==> config.mk <==
export PLATFORM = sky130hd
export DESIGN_NAME = reaction_ctrl
export DESIGN_NICKNAME = d
export VERILOG_FILES = /design/src/rtl/reaction_ctrl.sv
export SDC_FILE = /design/constraint.sdc
export NUM_CORES = 1
export LEC_CHECK = 0
export CORE_UTILIZATION = 56
export CTS_BUF_LIST = sky130_fd_sc_hd__clkbuf_4 sky130_fd_sc_hd__clkbuf_8
export DETAILED_ROUTE_END_ITERATION = 12
export MAX_ROUTING_LAYER = met4
export PLACE_DENSITY = 0.75
export SLEW_MARGIN = 15
export SYNTH_ARGS = -nofsm -noshare
export SYNTH_HDL_FRONTEND = slang
export SYNTH_SLANG_ARGS = --single-unit
==> constraint.sdc <==
create_clock -name clock -period 2.6 [get_ports clock]
set_input_delay 0.52 -clock clock [delete_from_list [all_inputs] [get_ports clock]]
set_output_delay 0.52 -clock clock [all_outputs]
set_load 0.05 [all_outputs]
==> src/rtl/reaction_ctrl.sv <==
// Reaction-timer game sequencer: button conditioning, random hold-off, ms timing, digit codes.
// Optional DEBOUNCE_EN inserts a 16-bit stable-level filter per button.
module reaction_ctrl #(
   parameter int unsigned TICK_DIV    = 100000,
   parameter int unsigned MIN_WAIT_MS = 1000,
   parameter int unsigned RAND_BITS   = 11
) (
   input  logic       clock,
   input  logic       reset,
   input  logic       btn_start,
   input  logic       btn_react,
   output logic       go_led,
   output logic       early,
   output logic [3:0] fourth_state,
   output logic [3:0] third_state,
   output logic [3:0] second_state,
   output logic [3:0] first_state
);

   localparam int unsigned DIV_W  = (TICK_DIV > 1) ? $clog2(TICK_DIV) : 1;
   localparam int unsigned WAIT_W = $clog2(MIN_WAIT_MS + (1 << RAND_BITS)) + 1;

   typedef enum logic [2:0] {StIdle, StWait, StGo, StDone, StEarly} state_e;

   state_e             state_q, state_d;
   logic [1:0]         btn_meta_q, btn_sync_q, btn_prev_q, btn_pulse_q, btn_level;
   logic [15:0]        lfsr_q;
   logic [DIV_W-1:0]   div_q, div_d;
   logic [WAIT_W-1:0]  wait_q, wait_d, wait_load;
   logic [3:0][3:0]    bcd_q, bcd_d, bcd_inc, digits_q, digits_d;
   logic               go_q, go_d, early_q, early_d;
   logic               tick, start_p, react_p, carry;

`ifdef DEBOUNCE_EN
   logic [1:0]       stable_q;
   logic [1:0][15:0] db_cnt_q;

   // Accept a new level only after 65536 consecutive samples that differ from the held one.
   always_ff @(posedge clock or posedge reset) begin
      if (reset) begin
         stable_q <= '0;
         db_cnt_q <= '0;
      end else begin
         for (int i = 0; i < 2; i++) begin
            if (btn_sync_q[i] == stable_q[i]) begin
               db_cnt_q[i] <= '0;
            end else if (db_cnt_q[i] == 16'hFFFF) begin
               stable_q[i] <= btn_sync_q[i];
               db_cnt_q[i] <= '0;
            end else begin
               db_cnt_q[i] <= db_cnt_q[i] + 16'd1;
            end
         end
      end
   end

   assign btn_level = stable_q;
`else
   assign btn_level = btn_sync_q;
`endif

   always_ff @(posedge clock or posedge reset) begin
      if (reset) begin
         btn_meta_q  <= '0;
         btn_sync_q  <= '0;
         btn_prev_q  <= '0;
         btn_pulse_q <= '0;
         lfsr_q      <= 16'hACE1;
      end else begin
         btn_meta_q  <= {btn_react, btn_start};
         btn_sync_q  <= btn_meta_q;
         btn_prev_q  <= btn_level;
         btn_pulse_q <= btn_level & ~btn_prev_q;
         lfsr_q      <= {lfsr_q[14:0], lfsr_q[15] ^ lfsr_q[13] ^ lfsr_q[12] ^ lfsr_q[10]};
      end
   end

   assign start_p   = btn_pulse_q[0];
   assign react_p   = btn_pulse_q[1];
   assign tick      = (div_q == DIV_W'(TICK_DIV - 1));
   assign wait_load = WAIT_W'(MIN_WAIT_MS) + WAIT_W'(lfsr_q[RAND_BITS-1:0]);

   always_comb begin
      bcd_inc = bcd_q;
      carry   = 1'b1;
      for (int i = 0; i < 4; i++) begin
         if (carry) begin
            if (bcd_q[i] == 4'd9) begin
               bcd_inc[i] = 4'd0;
            end else begin
               bcd_inc[i] = bcd_q[i] + 4'd1;
               carry      = 1'b0;
            end
         end
      end
   end

   always_comb begin
      state_d = state_q;
      wait_d  = wait_q;
      bcd_d   = bcd_q;
      unique case (state_q)
         StIdle, StDone, StEarly: begin
            if (start_p) begin
               state_d = StWait;
               wait_d  = wait_load;
            end
         end
         StWait: begin
            if (react_p) begin
               state_d = StEarly;
            end else if (tick) begin
               wait_d = wait_q - 1'b1;
               if (wait_q == WAIT_W'(1)) begin
                  state_d = StGo;
                  bcd_d   = '0;
               end
            end
         end
         StGo: begin
            if (react_p) begin
               state_d = StDone;
            end else if (tick) begin
               if (bcd_q == 16'h9999) state_d = StDone;
               else                   bcd_d   = bcd_inc;
            end
         end
         default: state_d = StIdle;
      endcase

      // Restart the divider when a timed phase begins so its first ms is full length.
      div_d = tick ? '0 : div_q + 1'b1;
      if (state_d != state_q && (state_d == StWait || state_d == StGo)) div_d = '0;
   end

   always_comb begin
      go_d     = 1'b0;
      early_d  = 1'b0;
      digits_d = {4'd15, 4'd15, 4'd15, 4'd15};
      unique case (state_q)
         StIdle:  digits_d = {4'd10, 4'd11, 4'd15, 4'd15};
         StGo: begin
            go_d     = 1'b1;
            digits_d = bcd_q;
         end
         StDone:  digits_d = bcd_q;
         StEarly: early_d = 1'b1;
         default: ;
      endcase
   end

   always_ff @(posedge clock or posedge reset) begin
      if (reset) begin
         state_q  <= StIdle;
         wait_q   <= '0;
         div_q    <= '0;
         bcd_q    <= '0;
         go_q     <= 1'b0;
         early_q  <= 1'b0;
         digits_q <= {4'd10, 4'd11, 4'd15, 4'd15};
      end else begin
         state_q  <= state_d;
         wait_q   <= wait_d;
         div_q    <= div_d;
         bcd_q    <= bcd_d;
         go_q     <= go_d;
         early_q  <= early_d;
         digits_q <= digits_d;
      end
   end

   assign go_led       = go_q;
   assign early        = early_q;
   assign fourth_state = digits_q[3];
   assign third_state  = digits_q[2];
   assign second_state = digits_q[1];
   assign first_state  = digits_q[0];

endmodule

# [After elaboration in Yosys (flattened, before gate mapping)]
# Index checks and enable logic that the tools add are counted.
[op_classes] addsub=7 eq_ne=24 muxes=36 bitwise=5 reduce_logical=12
[ops] op="2-to-1 mux 16 bit" count=6
[ops] op="case mux 16 bit (2 select lines)" count=2
[ops] op="2-to-1 mux 13 bit" count=3
[ops] op="2-to-1 mux 17 bit" count=2
[ops] op="2-to-1 mux 4 bit" count=7
[ops] op="case mux 13 bit (2 select lines)" count=1
[ops] op="AND reduction 8 bit" count=3
[ops] op="2-to-1 mux 3 bit" count=7
[ops] op="!= test 2 bit (second input constant)" count=10
[ops] op="adder 17 x 1 -> 17 bit (second input constant)" count=1
[ops] op="equality test 17 bit (second input constant)" count=1
[ops] op="adder 4 x 1 -> 4 bit (second input constant)" count=4
[ops] op="equality test 16 bit (second input constant)" count=1
[ops] op="equality test 4 bit (second input constant)" count=4
[ops] op="equality test 13 x 1 -> 1 bit (second input constant)" count=1
[ops] op="subtractor 13 x 1 -> 13 bit (second input constant)" count=1
[ops] op="adder 10 x 11 -> 12 bit (first input constant)" count=1
[ops] op="equality test 3 x 2 -> 1 bit (second input constant)" count=3
[ops] op="case mux 3 bit (3 select lines)" count=1
[ops] op="2-to-1 mux 1 bit" count=7
[ops] op="AND reduction 7 bit" count=1
[ops] op="equality test 3 x 1 -> 1 bit (second input constant)" count=2
[ops] op="AND reduction 4 bit" count=1
[ops] op="nonzero test 2 bit" count=2
[ops] op="other kinds (10)" count=12
[word_totals] regBits=91 wordCells=102

# [Logic depth before layout (Yosys ltp)]
[logic_depth] ltp_word=9 ltp_mapped=8 mapped_depth_nobuf=7

# [Worst setup path after synthesis]
# No wires, ideal clock.
[synth_path] path_kind="register to register" from="register bcd_q[1] (netlist bit)" to="register bcd_q[12] (netlist bit)" arrival_ps=1885 required_time_ps=2475 setup_slack_ps=590 path_stages_with_launch=8 synth_period_minus_slack_ps=2010 cell_sequence="dfrtp_1 inv_1 ha_1 nand3b_4 or4_4 o2bb2ai_4 nand3_4 mux2_4"
[synth_between] elab_chain_cells=6 elab_cells_between_ends=8 classes_between="eq/ne (4); mux (3); reduce/logical (1)"
[synth_rtl] element="start: declaration" line_no="30" source="logic [3:0][3:0] bcd_q, bcd_d, bcd_inc, digits_q, digits_d;"
[synth_rtl] element="start signal: assignment" line_no="157" source="bcd_q <= '0;"
[synth_rtl] element="start signal: assignment" line_no="165" source="bcd_q <= bcd_d;"
[synth_rtl] element="equality test 4 bit" line_no="88" source="if (bcd_q[i] == 4'd9) begin"
[synth_rtl] element="2-to-1 mux 1 bit" line_no="88"
[synth_rtl] element="2-to-1 mux 1 bit (2 in a row)" line_no="87" source="if (carry) begin"
[synth_rtl] element="!= test 2 bit (no line)"
[synth_rtl] element="AND reduction 8 bit (no line) (*)"
# Every way passes the cells marked *; elsewhere a longest branch is shown, timed or not.
# A chain may end at the register's enable or synchronous reset.

# [Final worst setup path]
[layout_path] from="register digits_q (netlist bit second_state[1])" to="output second_state[1]"
[layout_lines] element="start: declaration" line_no="30"
[layout_lines] element="start signal: assignment" line_no="160" source="digits_q <= {4'd10, 4'd11, 4'd15, 4'd15};"
[layout_lines] element="start signal: assignment" line_no="168" source="digits_q <= digits_d;"
[layout_lines] element="end: declaration" line_no="16" source="output logic [3:0] second_state,"
# No word-level cell between the ends.

==> metrics.txt <==
CP Capture Type output port; Most used DFF post-synth dfrtp_1; Hold Buf Count CTS 0; cell family with most CP delay buffers and inverters; syn_nets 412; Placer Congestion 0.813; crit-path max FO 1; Post-Syn Instances 396; top cell type's share of synthesized area 0.396; M1 GR Usage 0.280; post-synthesis sequential area ratio 0.521; Cell Chain, Critical Path clkdlybuf4s50_1; first-pass GRT wire length 14.0 mm; number of max-cap violations 0; Final Hold Viols 0; asr flop ratio synth 1.00; Synth area leaders dfrtp_1 (40%), dfstp_2 (12%), ha_1 (3.4%); Top Usage Layer GRT met2; clock tree buffer depth 2; Final Non-Filler Cells 529; global-route track usage on met3 0.0463; detailed placer's ending HPWL 5.55 mm; WL/cell 15.1 um; CTS resizes 0; synthesized area 4420 um^2; H-tree levels 3; Num CTS Buffers 9; Die ar. 8260 um^2; CP required 2080 ps; Worst Tran Pin Value 749 ps; vias in the first global route 2993; routed wire length 8.00 mm; P_leak 2.18 nW; I/O pins 22; share of layout cells above drive strength 1 0.176; Fmax 0.452 GHz; Power Density 676 nW/um^2; Max Transition Viols Final 0; global-route usage over all layers 0.222; largest net degree at the start of global routing 92; number of synthesized flops with an enable pin 0; Worst-Skew Late Latency 370 ps; Worst Setup Start Kind flip-flop; Final #Nets 438; Yosys warnings 0; # rows 32; CP peak stage delay 800 ps; Max VDD drop 0.398 mV; synthesis-stage register bit count 91; grt total ovfl 0; fin crit share 0.851; Die X 90.9 um; routing usage on met2 0.357; Yosys top cell by area dfrtp_1; Post-CTS Setup Bufs 0; CTS tree done; Post-Syn Area per Cell 11.2 um^2; Fillers 613; status complete, no violations; Placed Cells incl. Taps 513; RSZ-0062 raised after global routing no; CTS root buf clkbuf_8; TNS Setup 0 ps; DR vias/cell 5.74; ANT nets after route 0; Bufs and invs on worst path 1; Relative slew margins 0.488; die span in y 90.9 um; Starting Density 0.576; Reg clk slew, reported paths 100 ps; Crit Path Class reg -> out; Final Skew 8.62 ps; # DRC 0; Max stage delay cell, worst path clkdlybuf4s50_1; Final min period 2210 ps; Initial DRC Count 157; IO Port Bufs 21; Critical Path AT 1690 ps; initial antenna violation count 0; via count 3036; clk sinks 91; Power, Total 3.35 mW; final setup vio count 0; CORE AREA 7690 um^2; hold crit path type reg -> reg; Ant. Diodes 0; TritonRoute pass-1 iters 4; Unique masters post-synth 73; Synth-to-Final Area Change 12.0%
==> cells in the final DEF, fill, tap and decap left out, types with 3 or more instances in the layout <==
cell type,instances
nand3b_1,5
xnor2_1,8
buf_4,5
dfrtp_1,70
clkinv_4,3
inv_1,11
or3_1,5
nand3_1,11
nand4_1,7
o31ai_1,11
a22oi_1,3
clkdlybuf4s50_1,21
nor2_1,37
nand3_2,3
ha_1,12
nor3_1,4
and3_1,5
mux2_4,3
o21ai_0,12
nand2b_1,13
clkbuf_8,9
a22o_1,5
inv_8,3
nor4_1,3
xor2_1,13
o21ai_1,5
nand2_1,39
o41ai_1,5
a21oi_1,13
dfstp_2,21
==> synth_stat cells, types with 7 or more instances <==
cell	number
xor2_1	13
nand3_1	11
nand2b_1	13
nor2_1	37
a21oi_1	13
dfrtp_1	70
inv_1	12
dfstp_2	21
nand2_1	39
o31ai_1	11
o21ai_0	12
clkbuf_1	8
xnor2_1	8
ha_1	12
nand4_1	7
==> flip-flops by register name, summed over array words and instances (netlist names), 2 cells and up <==
name	count
bcd_q	16
btn_level	2
btn_meta_q	2
btn_prev_q	2
btn_pulse_q	2
div_q	17
first_state	4
fourth_state	4
lfsr_q	16
second_state	4
state_q	3
third_state	4
wait_q	13
==> worst paths after layout <==
| kind | startpoint | slack [ps] | to | cells past startpoint |
|---|---|---|---|---|
| hold reg to reg | btn_meta_q[0] | 360 | btn_level[0] | 0 |
| setup / recovery | second_state[1] | 390 | second_state[1] | 1 |
| setup reg to reg | div_q[0] | 450 | wait_q[11] | 7 |
| hold / removal | btn_meta_q[0] | 360 | btn_level[0] | 0 |
| max in group asynchronous | reset | 1570 | second_state[3] | 3 |
| min in group asynchronous | reset | 590 | btn_level[0] | 3 |
==> logic make-up (layout without fill, tap and decap cells) <==
| family | count (synthesis) | after routing | synth area share |
|---|---|---|---|
| simple gates | 162 | 162 | 0.223 |
| flops | 91 | 91 | 0.521 |
| compound gates | 79 | 79 | 0.139 |
| buf+inv | 25 | 56 | 0.0243 |
| xor+xnor | 21 | 21 | 0.0416 |
| fa+ha+maj | 12 | 12 | 0.0339 |
| mux | 6 | 6 | 0.0175 |
==> report_power, final <==
| group | internal (mW) | switching (mW) | total, mW | leakage (nW) |
|---|---|---|---|---|
| combinational | 0.272 | 0.413 | 0.685 | 0.935 |
| sequential | 1.56 | 0.190 | 1.75 | 1.14 |
| clock | 0.375 | 0.544 | 0.919 | 0.0997 |
==> routing by layer <==
layer	vias up	wire (um)
li1	1472	-
met1	1495	3740
met2	61	3870
met3	8	282
met4	0	108
met5	-	0
==> layout make-up <==
cell class / count / area [um^2] / area share
multi-input cells: 280 / 2010 / 0.406
well taps: 102 / 128 / 0.0257
clock buffers: 9 / 124 / 0.0250
repair buffers: 27 / 268 / 0.0540
flip-flops and latches: 91 / 2300 / 0.465
inverters: 13 / 52.6 / 0.0106
clock inverters: 7 / 68.8 / 0.0139
==> per-stage QoR <==
| stage | worst slack (ps) | hold WS [ps] | utilization | cell area (um^2) |
|---|---|---|---|---|
| floorplan | 590 | 331 | - | 4430 |
| global placement | 529 | 336 | 0.620 | 4760 |
| detailed placement | 450 | 341 | 0.620 | 4760 |
| CTS | 370 | 365 | 0.645 | 4960 |
| global route | 283 | 371 | 0.645 | 4960 |
| finish | 386 | 359 | 0.645 | 4960 |
No activity file was read; power rests on OpenSTA's default activity.
